### src/rtl/reg_file_if.sv
// reg_file_if: bundles the commit, issue and read-port signals of reg_file.
//   Control   : rdy_in (global enable), clear (ROB flush)
//   Commit    : en_commit, ROB_Number, Reg_Number, Reg_Val
//   Issue     : ISSUE_in, rd_in, ROB_Number_in
//   Read ports: rs1_in/rs2_in -> rs1_/rs2_ val, busy, tag
// The master modport drives requests; the slave modport is the register file.
interface reg_file_if #(
  parameter int DATA_W = 32,
  parameter int TAG_W  = 5
);
  logic              rdy_in;
  logic              clear;
  logic              en_commit;
  logic [TAG_W-1:0]  ROB_Number;
  logic [4:0]        Reg_Number;
  logic [DATA_W-1:0] Reg_Val;
  logic              ISSUE_in;
  logic [4:0]        rd_in;
  logic [TAG_W-1:0]  ROB_Number_in;
  logic [4:0]        rs1_in;
  logic [4:0]        rs2_in;
  logic [DATA_W-1:0] rs1_val;
  logic [DATA_W-1:0] rs2_val;
  logic              rs1_busy;
  logic              rs2_busy;
  logic [TAG_W-1:0]  rs1_tag;
  logic [TAG_W-1:0]  rs2_tag;

  modport master (
    output rdy_in, clear, en_commit, ROB_Number, Reg_Number, Reg_Val,
           ISSUE_in, rd_in, ROB_Number_in, rs1_in, rs2_in,
    input  rs1_val, rs2_val, rs1_busy, rs2_busy, rs1_tag, rs2_tag
  );

  modport slave (
    input  rdy_in, clear, en_commit, ROB_Number, Reg_Number, Reg_Val,
           ISSUE_in, rd_in, ROB_Number_in, rs1_in, rs2_in,
    output rs1_val, rs2_val, rs1_busy, rs2_busy, rs1_tag, rs2_tag
  );
endinterface

### src/rtl/reg_file.sv
// reg_file: architectural register file with rename (busy/tag) state for an
// out-of-order core fed by a reorder buffer.
//   clk_in : single clock, rising edge
//   rst_in : asynchronous active-high reset, clears val/busy/tag
//   bus    : reg_file_if.slave (commit, issue, flush, two read ports)
// Register 0 holds no state and always reads 0/0/0.
// Optional macro REGFILE_COMMIT_BYPASS_EN: forwards a retiring commit value
// straight to a read port in the same cycle.
module reg_file #(
  parameter int REG_CNT = 32,
  parameter int DATA_W  = 32,
  parameter int TAG_W   = 5
) (
  input  logic        clk_in,
  input  logic        rst_in,
  reg_file_if.slave   bus
);

  logic [DATA_W-1:0] val_q  [1:REG_CNT-1];
  logic [DATA_W-1:0] val_d  [1:REG_CNT-1];
  logic              busy_q [1:REG_CNT-1];
  logic              busy_d [1:REG_CNT-1];
  logic [TAG_W-1:0]  tag_q  [1:REG_CNT-1];
  logic [TAG_W-1:0]  tag_d  [1:REG_CNT-1];

  // Next-state: commit writes the value, and retires the rename only when the
  // committing tag is still the newest producer. Issue is applied after commit
  // so a same-cycle rename wins the busy/tag fields. Flush drops all renames.
  always_comb begin
    for (int i = 1; i < REG_CNT; i++) begin
      val_d[i]  = val_q[i];
      busy_d[i] = busy_q[i];
      tag_d[i]  = tag_q[i];
      if (bus.rdy_in) begin
        if (bus.en_commit && (bus.Reg_Number == 5'(i))) begin
          val_d[i] = bus.Reg_Val;
          if (busy_q[i] && (tag_q[i] == bus.ROB_Number)) begin
            busy_d[i] = 1'b0;
            tag_d[i]  = '0;
          end
        end
        if (bus.clear) begin
          busy_d[i] = 1'b0;
          tag_d[i]  = '0;
        end else if (bus.ISSUE_in && (bus.rd_in == 5'(i))) begin
          busy_d[i] = 1'b1;
          tag_d[i]  = bus.ROB_Number_in;
        end
      end
    end
  end

  always_ff @(posedge clk_in or posedge rst_in) begin
    if (rst_in) begin
      for (int i = 1; i < REG_CNT; i++) begin
        val_q[i]  <= '0;
        busy_q[i] <= 1'b0;
        tag_q[i]  <= '0;
      end
    end else begin
      for (int i = 1; i < REG_CNT; i++) begin
        val_q[i]  <= val_d[i];
        busy_q[i] <= busy_d[i];
        tag_q[i]  <= tag_d[i];
      end
    end
  end

  // Read ports: address decode by loop so that rs==0 and addresses beyond
  // REG_CNT naturally fall through to the 0/0/0 defaults. Reads see only
  // registered state, so an issue in the same cycle is not visible yet.
  always_comb begin
    bus.rs1_val  = '0;
    bus.rs1_busy = 1'b0;
    bus.rs1_tag  = '0;
    bus.rs2_val  = '0;
    bus.rs2_busy = 1'b0;
    bus.rs2_tag  = '0;
    for (int i = 1; i < REG_CNT; i++) begin
      if (bus.rs1_in == 5'(i)) begin
        bus.rs1_val  = val_q[i];
        bus.rs1_busy = busy_q[i];
        bus.rs1_tag  = busy_q[i] ? tag_q[i] : '0;
`ifdef REGFILE_COMMIT_BYPASS_EN
        if (bus.en_commit && (bus.Reg_Number == 5'(i)) && busy_q[i] &&
            (tag_q[i] == bus.ROB_Number)) begin
          bus.rs1_val  = bus.Reg_Val;
          bus.rs1_busy = 1'b0;
          bus.rs1_tag  = '0;
        end
`endif
      end
      if (bus.rs2_in == 5'(i)) begin
        bus.rs2_val  = val_q[i];
        bus.rs2_busy = busy_q[i];
        bus.rs2_tag  = busy_q[i] ? tag_q[i] : '0;
`ifdef REGFILE_COMMIT_BYPASS_EN
        if (bus.en_commit && (bus.Reg_Number == 5'(i)) && busy_q[i] &&
            (tag_q[i] == bus.ROB_Number)) begin
          bus.rs2_val  = bus.Reg_Val;
          bus.rs2_busy = 1'b0;
          bus.rs2_tag  = '0;
        end
`endif
      end
    end
  end

endmodule

### src/flat_wrapper.sv
// flat-port wrapper written by rule: the top's interface ports become plain ports
module reg_file_flat 
#(
  parameter int REG_CNT = 32,
  parameter int DATA_W  = 32,
  parameter int TAG_W   = 5
)
  (clk_in, rst_in, bus_rdy_in, bus_clear, bus_en_commit, bus_ROB_Number, bus_Reg_Number, bus_Reg_Val, bus_ISSUE_in, bus_rd_in, bus_ROB_Number_in, bus_rs1_in, bus_rs2_in, bus_rs1_val, bus_rs2_val, bus_rs1_busy, bus_rs2_busy, bus_rs1_tag, bus_rs2_tag);
  reg_file_if #(.DATA_W(DATA_W), .TAG_W(TAG_W)) bus_i ();
  input  logic clk_in;
  input  logic rst_in;
  input wire logic [$bits(bus_i.rdy_in)-1:0] bus_rdy_in;
  input wire logic [$bits(bus_i.clear)-1:0] bus_clear;
  input wire logic [$bits(bus_i.en_commit)-1:0] bus_en_commit;
  input wire logic [$bits(bus_i.ROB_Number)-1:0] bus_ROB_Number;
  input wire logic [$bits(bus_i.Reg_Number)-1:0] bus_Reg_Number;
  input wire logic [$bits(bus_i.Reg_Val)-1:0] bus_Reg_Val;
  input wire logic [$bits(bus_i.ISSUE_in)-1:0] bus_ISSUE_in;
  input wire logic [$bits(bus_i.rd_in)-1:0] bus_rd_in;
  input wire logic [$bits(bus_i.ROB_Number_in)-1:0] bus_ROB_Number_in;
  input wire logic [$bits(bus_i.rs1_in)-1:0] bus_rs1_in;
  input wire logic [$bits(bus_i.rs2_in)-1:0] bus_rs2_in;
  output wire logic [$bits(bus_i.rs1_val)-1:0] bus_rs1_val;
  output wire logic [$bits(bus_i.rs2_val)-1:0] bus_rs2_val;
  output wire logic [$bits(bus_i.rs1_busy)-1:0] bus_rs1_busy;
  output wire logic [$bits(bus_i.rs2_busy)-1:0] bus_rs2_busy;
  output wire logic [$bits(bus_i.rs1_tag)-1:0] bus_rs1_tag;
  output wire logic [$bits(bus_i.rs2_tag)-1:0] bus_rs2_tag;
  assign bus_i.rdy_in = bus_rdy_in;
  assign bus_i.clear = bus_clear;
  assign bus_i.en_commit = bus_en_commit;
  assign bus_i.ROB_Number = bus_ROB_Number;
  assign bus_i.Reg_Number = bus_Reg_Number;
  assign bus_i.Reg_Val = bus_Reg_Val;
  assign bus_i.ISSUE_in = bus_ISSUE_in;
  assign bus_i.rd_in = bus_rd_in;
  assign bus_i.ROB_Number_in = bus_ROB_Number_in;
  assign bus_i.rs1_in = bus_rs1_in;
  assign bus_i.rs2_in = bus_rs2_in;
  assign bus_rs1_val = bus_i.rs1_val;
  assign bus_rs2_val = bus_i.rs2_val;
  assign bus_rs1_busy = bus_i.rs1_busy;
  assign bus_rs2_busy = bus_i.rs2_busy;
  assign bus_rs1_tag = bus_i.rs1_tag;
  assign bus_rs2_tag = bus_i.rs2_tag;
  reg_file #(.REG_CNT(REG_CNT), .DATA_W(DATA_W), .TAG_W(TAG_W)) u_core (.clk_in(clk_in), .rst_in(rst_in), .bus(bus_i));
endmodule
### config.mk
export PLATFORM = sky130hd
export DESIGN_NAME = reg_file_flat
export DESIGN_NICKNAME = d
export VERILOG_FILES = /design/src/rtl/reg_file_if.sv /design/src/rtl/reg_file.sv /design/src/flat_wrapper.sv
export SDC_FILE = /design/constraint.sdc
export NUM_CORES = 2
export LEC_CHECK = 0
export BUFFER_PORTS_ARGS = -buffer_cell sky130_fd_sc_hd__clkbuf_2
export CAP_MARGIN = 10
export CELL_PAD_IN_SITES_DETAIL_PLACEMENT = 0
export CELL_PAD_IN_SITES_GLOBAL_PLACEMENT = 1
export CORE_MARGIN = 5
export CORE_UTILIZATION = 43
export DETAILED_ROUTE_END_ITERATION = 7
export PLACE_DENSITY = 0.76
export SLEW_MARGIN = 20
export SYNTH_ARGS = -nofsm -noshare
export SYNTH_HDL_FRONTEND = slang
export SYNTH_SLANG_ARGS = --single-unit
### constraint.sdc
create_clock -name clk_in -period 61.8 [get_ports clk_in]
set_input_delay 12.36 -clock clk_in [delete_from_list [all_inputs] [get_ports clk_in]]
set_output_delay 12.36 -clock clk_in [all_outputs]
set_load 0.05 [all_outputs]
After elaboration in Yosys (flattened, before gate mapping)
Index checks and enable logic that the tools add are counted.

Flip-flop bits (word level): 1178. Input bits: 68. Output and inout port bits: 76. Logic and storage cells: 930.

Eq/ne operators: 155. Mux-type cells: 465. Reductions and logical operators: 217.

Operator list (count): $mux 32 (62); $mux 5 (217); $eq 5x5->1 const B (64); $mux 1 (186); $reduce_bool 3->1 (62); $eq 5x4->1 const B (32); $eq 5x5->1 (31); $logic_and 1x1->1 (93); $reduce_and 3->1 (31); $eq 5x3->1 const B (16); $reduce_and 2->1 (31); $eq 5x2->1 const B (8); $eq 5x1->1 const B (4).

Logic depth before layout (Yosys ltp)
Depth in word-level cells: 32. Mapped depth: 13. Mapped depth without buffers: 8.

Worst setup path before layout
No wires, ideal clock.

Kind: input -> output. Start point: in bus_rs2_in[0]. End point: out bus_rs2_val[6]. Arrival: 15.439 ns. Required time: 49.440 ns. Setup slack: 34.001 ns. Stages on the path: 11. Buffers on the path: 3. Cell sequence: buf_6 > buf_6 > or3b_4 > nor2_4 > buf_2 > a22oi_1 > a31oi_1 > a211oi_1 > nor3_1 > nor2_1 > nor4_1.

Longest elaborated chain between the ends: 32. Elaborated cells between the ends (all ways): 62. Classes of those cells: 31 x eq/ne; 31 x mux.

RTL lines: start, declared (line flat_wrapper.sv:22) `input wire logic [$bits(bus_i.rs2_in)-1:0] bus_rs2_in;`; $eq 5x1->1 (line reg_file.sv:93) `if (bus.rs2_in == 5'(i)) begin`; $mux 32 (30 in a row) (line reg_file.sv:93); $mux 32 (*) (line reg_file.sv:93); end, declared (line flat_wrapper.sv:24) `output wire logic [$bits(bus_i.rs2_val)-1:0] bus_rs2_val;`.

Mark *: on every way between the ends. The rest lies on a longest branch, timed or not.

Worst setup path in the final report
Start point: in bus_rs1_in[0]. End point: out bus_rs1_val[16].

Longest elaborated chain between the ends: 32. Elaborated cells between the ends (all ways): 62. Classes of those cells: 31 x eq/ne; 31 x mux.

RTL lines: start, declared (line flat_wrapper.sv:21) `input wire logic [$bits(bus_i.rs1_in)-1:0] bus_rs1_in;`; $eq 5x1->1 (line reg_file.sv:80) `if (bus.rs1_in == 5'(i)) begin`; $mux 32 (30 in a row) (line reg_file.sv:80); $mux 32 (*) (line reg_file.sv:80); end, declared (line flat_wrapper.sv:23) `output wire logic [$bits(bus_i.rs1_val)-1:0] bus_rs1_val;`.

Marks and branches as above.

==> results_dict.tcl <==
set metrics [dict create \
    worst_skew_pair.late_latency_ps 810 \
    leakage_nw 32.27 \
    ir_drop_worst_case_vdd_mv 0.02599 \
    synth-edff-count 0 \
    slew-limit-headroom_pct -7.275 \
    count_of_max_cap_constraint_violations 1 \
    synth_fp_nets 6253 \
    status "finished with violations" \
    first_global_vias 57860 \
    finalInstanceArea_sq_mm 0.07203 \
    ff2ff_path_depth 6 \
    drive_gt1_share_pct 27.48 \
    totalWireLength_mm 300.6 \
    worst_hold_path.num_cells 1 \
    detail_routed_via_count_per_cell 7.326 \
    hold_viol_final 0 \
    finalSetupViolCount 0 \
    clock_tree_from_tritoncts "done" \
    post-place-cells 7964 \
    grt-ovfl-total 0 \
    signed_area_change_from_the_synthesized_netlist_to_the_final_layout_pct 11.10 \
    hold_slack_ps 526.6 \
    yosys.area_share.adder_pct 0 \
    async_reset_ff_share_pct 100.0 \
    cts_buffer_depth 3 \
    synth_top_area_share_pct 45.47 \
    cp_data_arrival_time_ps 17220 \
    most_numerous_cell_on_the_critical_path "buf_4" \
    synth_compound_area_share_pct 20.59 \
    timing.critical_path.required_ps 49440 \
    fin_setup_tns_ps 0 \
    min_period_over_period_pct 47.86 \
    cp-start-kind "input pin" \
    finalMaxSlewViolations 2 \
    yosysWarnings 0 \
    post-cts-setup-buffer-count 0 \
    synthesis.area_per_instance_sq_um 10.48 \
    grt_usage_pct 36.52 \
    postRouteAntennaNets 0 \
    core_area_sq_mm 0.1500 \
    synth.area.top_cells "dfrtp_1 (45%), mux2_2 (18%), a22oi_1 (2.8%)" \
    die_y_um 398.3 \
    critPathMaxStageDelay_ps 590 \
    placedInstanceArea_sq_mm 0.06762 \
    failing_checks "DRC, capacitance limit, slew limit" \
    die_footprint_sq_mm 0.1586 \
    die_w_um 398.3 \
    gpl.final_weighted_congestion 1.018 \
    final-instance-count-excl-fill 8204 \
    synthFlopType "dfrtp_1" \
    clock-skew-final_ps 43.24 \
    clock_tree.root_cell "clkbuf_16" \
    layout.filler_cells 13910 \
    hold_class "flip-flop to flip-flop" \
    post_cts.resized_instances 0 \
    main_combinational_cell_family_by_area_after_synthesis "compound AO/OA/AOI/OAI gates" \
    synthDominantAreaCellType "dfrtp_1" \
    worst_hold_start "u_core.val_q[733]" \
    cts_buffers 133 \
    cts.sinks 1178 \
    power_density_mw_per_mm2 28.47 \
    synth_cell_types 93 \
    seq_area_frac_synth_pct 45.47 \
    wire_length_of_the_first_global_routing_pass_mm 423.1 \
    multiplexer_area_fraction_after_synthesis_pct 18.34 \
    avgRoutedWirePerCell_um 36.64 \
    synth-xor-area-share_pct 2.107 \
    initial_standard_cell_utilization_of_the_core_pct 43.24 \
    antenna_found_initial 10 \
    worstMarginPinSlew_ps 1569 \
    drt_pre_antenna_iters 8 \
    kind_of_end_point_of_the_critical_path "output port" \
    hold_buf_count_cts 0 \
    detailedRoute.firstIterationViolations 9868 \
    synth_seq_cells 1178 \
    worst_r2r_startpoint "u_core.tag_q[134]" \
    fmax_mhz 33.81 \
    ios 144 \
    numPortBuffers 143 \
    hold_path_end "u_core.val_q[733]" \
    cts_htree_levels 4 \
    most_frequent_cells_after_synthesis "dfrtp_1 (1178), mux2_2 (1012), clkbuf_1 (410), nor2_1 (362), nand2_1 (349)" \
    rsz0062_at_grt "false" \
    cells_along_the_critical_path "clkbuf_8 -> buf_12 -> nand2b_1 -> buf_4 -> nor2_1 -> buf_4 -> a221oi_1 -> a31oi_1 -> o21ai_0 -> a211o_1 -> a21oi_1 -> clkbuf_2" \
    final_net_count 6152 \
    summed_instance_area_of_the_synthesized_netlist_sq_mm 0.06483 \
    grt_max_degree 159 \
    cell_with_the_most_instances_after_synthesis "dfrtp_1" \
    worst_path_max_delay_cell "nor2_1" \
    worst-setup-path-type "input pin to output port" \
    placement_rows 142 \
    critical_path.max_fanout 100 \
    remaining_drc_errors 15 \
    worst_r2r_dst "u_core.tag_q[134]" \
    worst-r2r-setup-slack_ps 59870 \
    period_needed_ps 29580 \
    place_hpwl_mm 204.1 \
    vias 60100 \
    synthSimpleGateAreaFrac_pct 9.626 \
    netlist_instances 6185 \
    path_clk_slew_ps 50 \
]
## state kept, by name (all words and copies together) (netlist names)
signal / flops
u_core.val_q: 992
u_core.busy_q: 31
u_core.tag_q: 155
## worst max path at each step
stage	from	endpoint	slack [ps]	depth (start not counted)
after floorplan	rst_in	u_core.busy_q[0]	16260	1
after global placement	bus_rs1_in[1]	bus_rs1_tag[2]	32190	11
after detailed placement	bus_rs1_in[0]	bus_rs1_val[16]	32440	12
after CTS	bus_rs1_in[0]	bus_rs1_val[16]	32440	12
after global routing	bus_rs1_in[0]	bus_rs1_val[16]	32380	12
final	bus_rs1_in[0]	bus_rs1_val[16]	32220	12
## routing by layer
metal / track usage (%) / part of all wire (%) / vias up
met5: 0 / 0.017 / -
met4: 24.50 / 8.3 / 8
met3: 10.74 / 13 / 1173
met2: 52.80 / 42 / 4914
met1: 47.39 / 37 / 30540
li1: - / - / 23470
## placed cells by master, fill, tap and decap left out, types with 41 or more instances in the layout
master     instances
o211ai_1          41
a221oi_1         110
xnor2_1           59
o21ai_0          246
nand4_1           59
nand2_1          347
mux2_2          1012
o22ai_1          250
a21o_1            43
a22oi_1          239
nor3_1            71
a211oi_1          49
a31oi_1           50
clkbuf_2         141
xor2_1            97
nand3_1          148
o31ai_1           43
o221ai_1          74
a21oi_1          308
buf_4            206
nor2_1           315
clkbuf_16        136
a22o_1           184
nor4_1            79
dfrtp_1         1178
## cell type report
class,count,area (sq um),area share [%]
sequential,1178,29480,40.92
antenna,5,12.51,0.01737
inverter,14,60.06,0.08338
timing repair buffer,354,2369,3.288
multi-input combinational,4403,33220,46.12
tap,2016,2522,3.502
clock buffer,200,3954,5.489
clock inverter,34,416.7,0.5784
## per-stage QoR
step           utilization (%)  power [mW]  worst slack [ps]
6_report                 48.04       2.051             32220
3_5_place_dp             45.10       1.243             32440
2_1_floorplan                -       1.127             16260
5_1_grt                  48.03       2.100             32380
3_3_place_gp             45.09       1.235             32190
4_1_cts                  48.01       2.039             32440
## critical path: cells and delay by family
kind	cells	cell delay, ps
compound gates	5	1800
simple gates	2	750
buf+inv	5	2110
## where the power goes
part,switching (mW),internal [mW],leakage (nW)
Sequential,0.0836,0.859,15.8
Combinational,0.186,0.114,14.4
Clock,0.349,0.458,2.15
## cells by family after synthesis
family	count (synthesis)
buffers and inverters	604
XOR/XNOR	156
AND/OR/NAND/NOR	1292
flip-flops	1178
multiplexers	1054
AO/OA/AOI/OAI	1901
(Power assumes the default switching activity.)
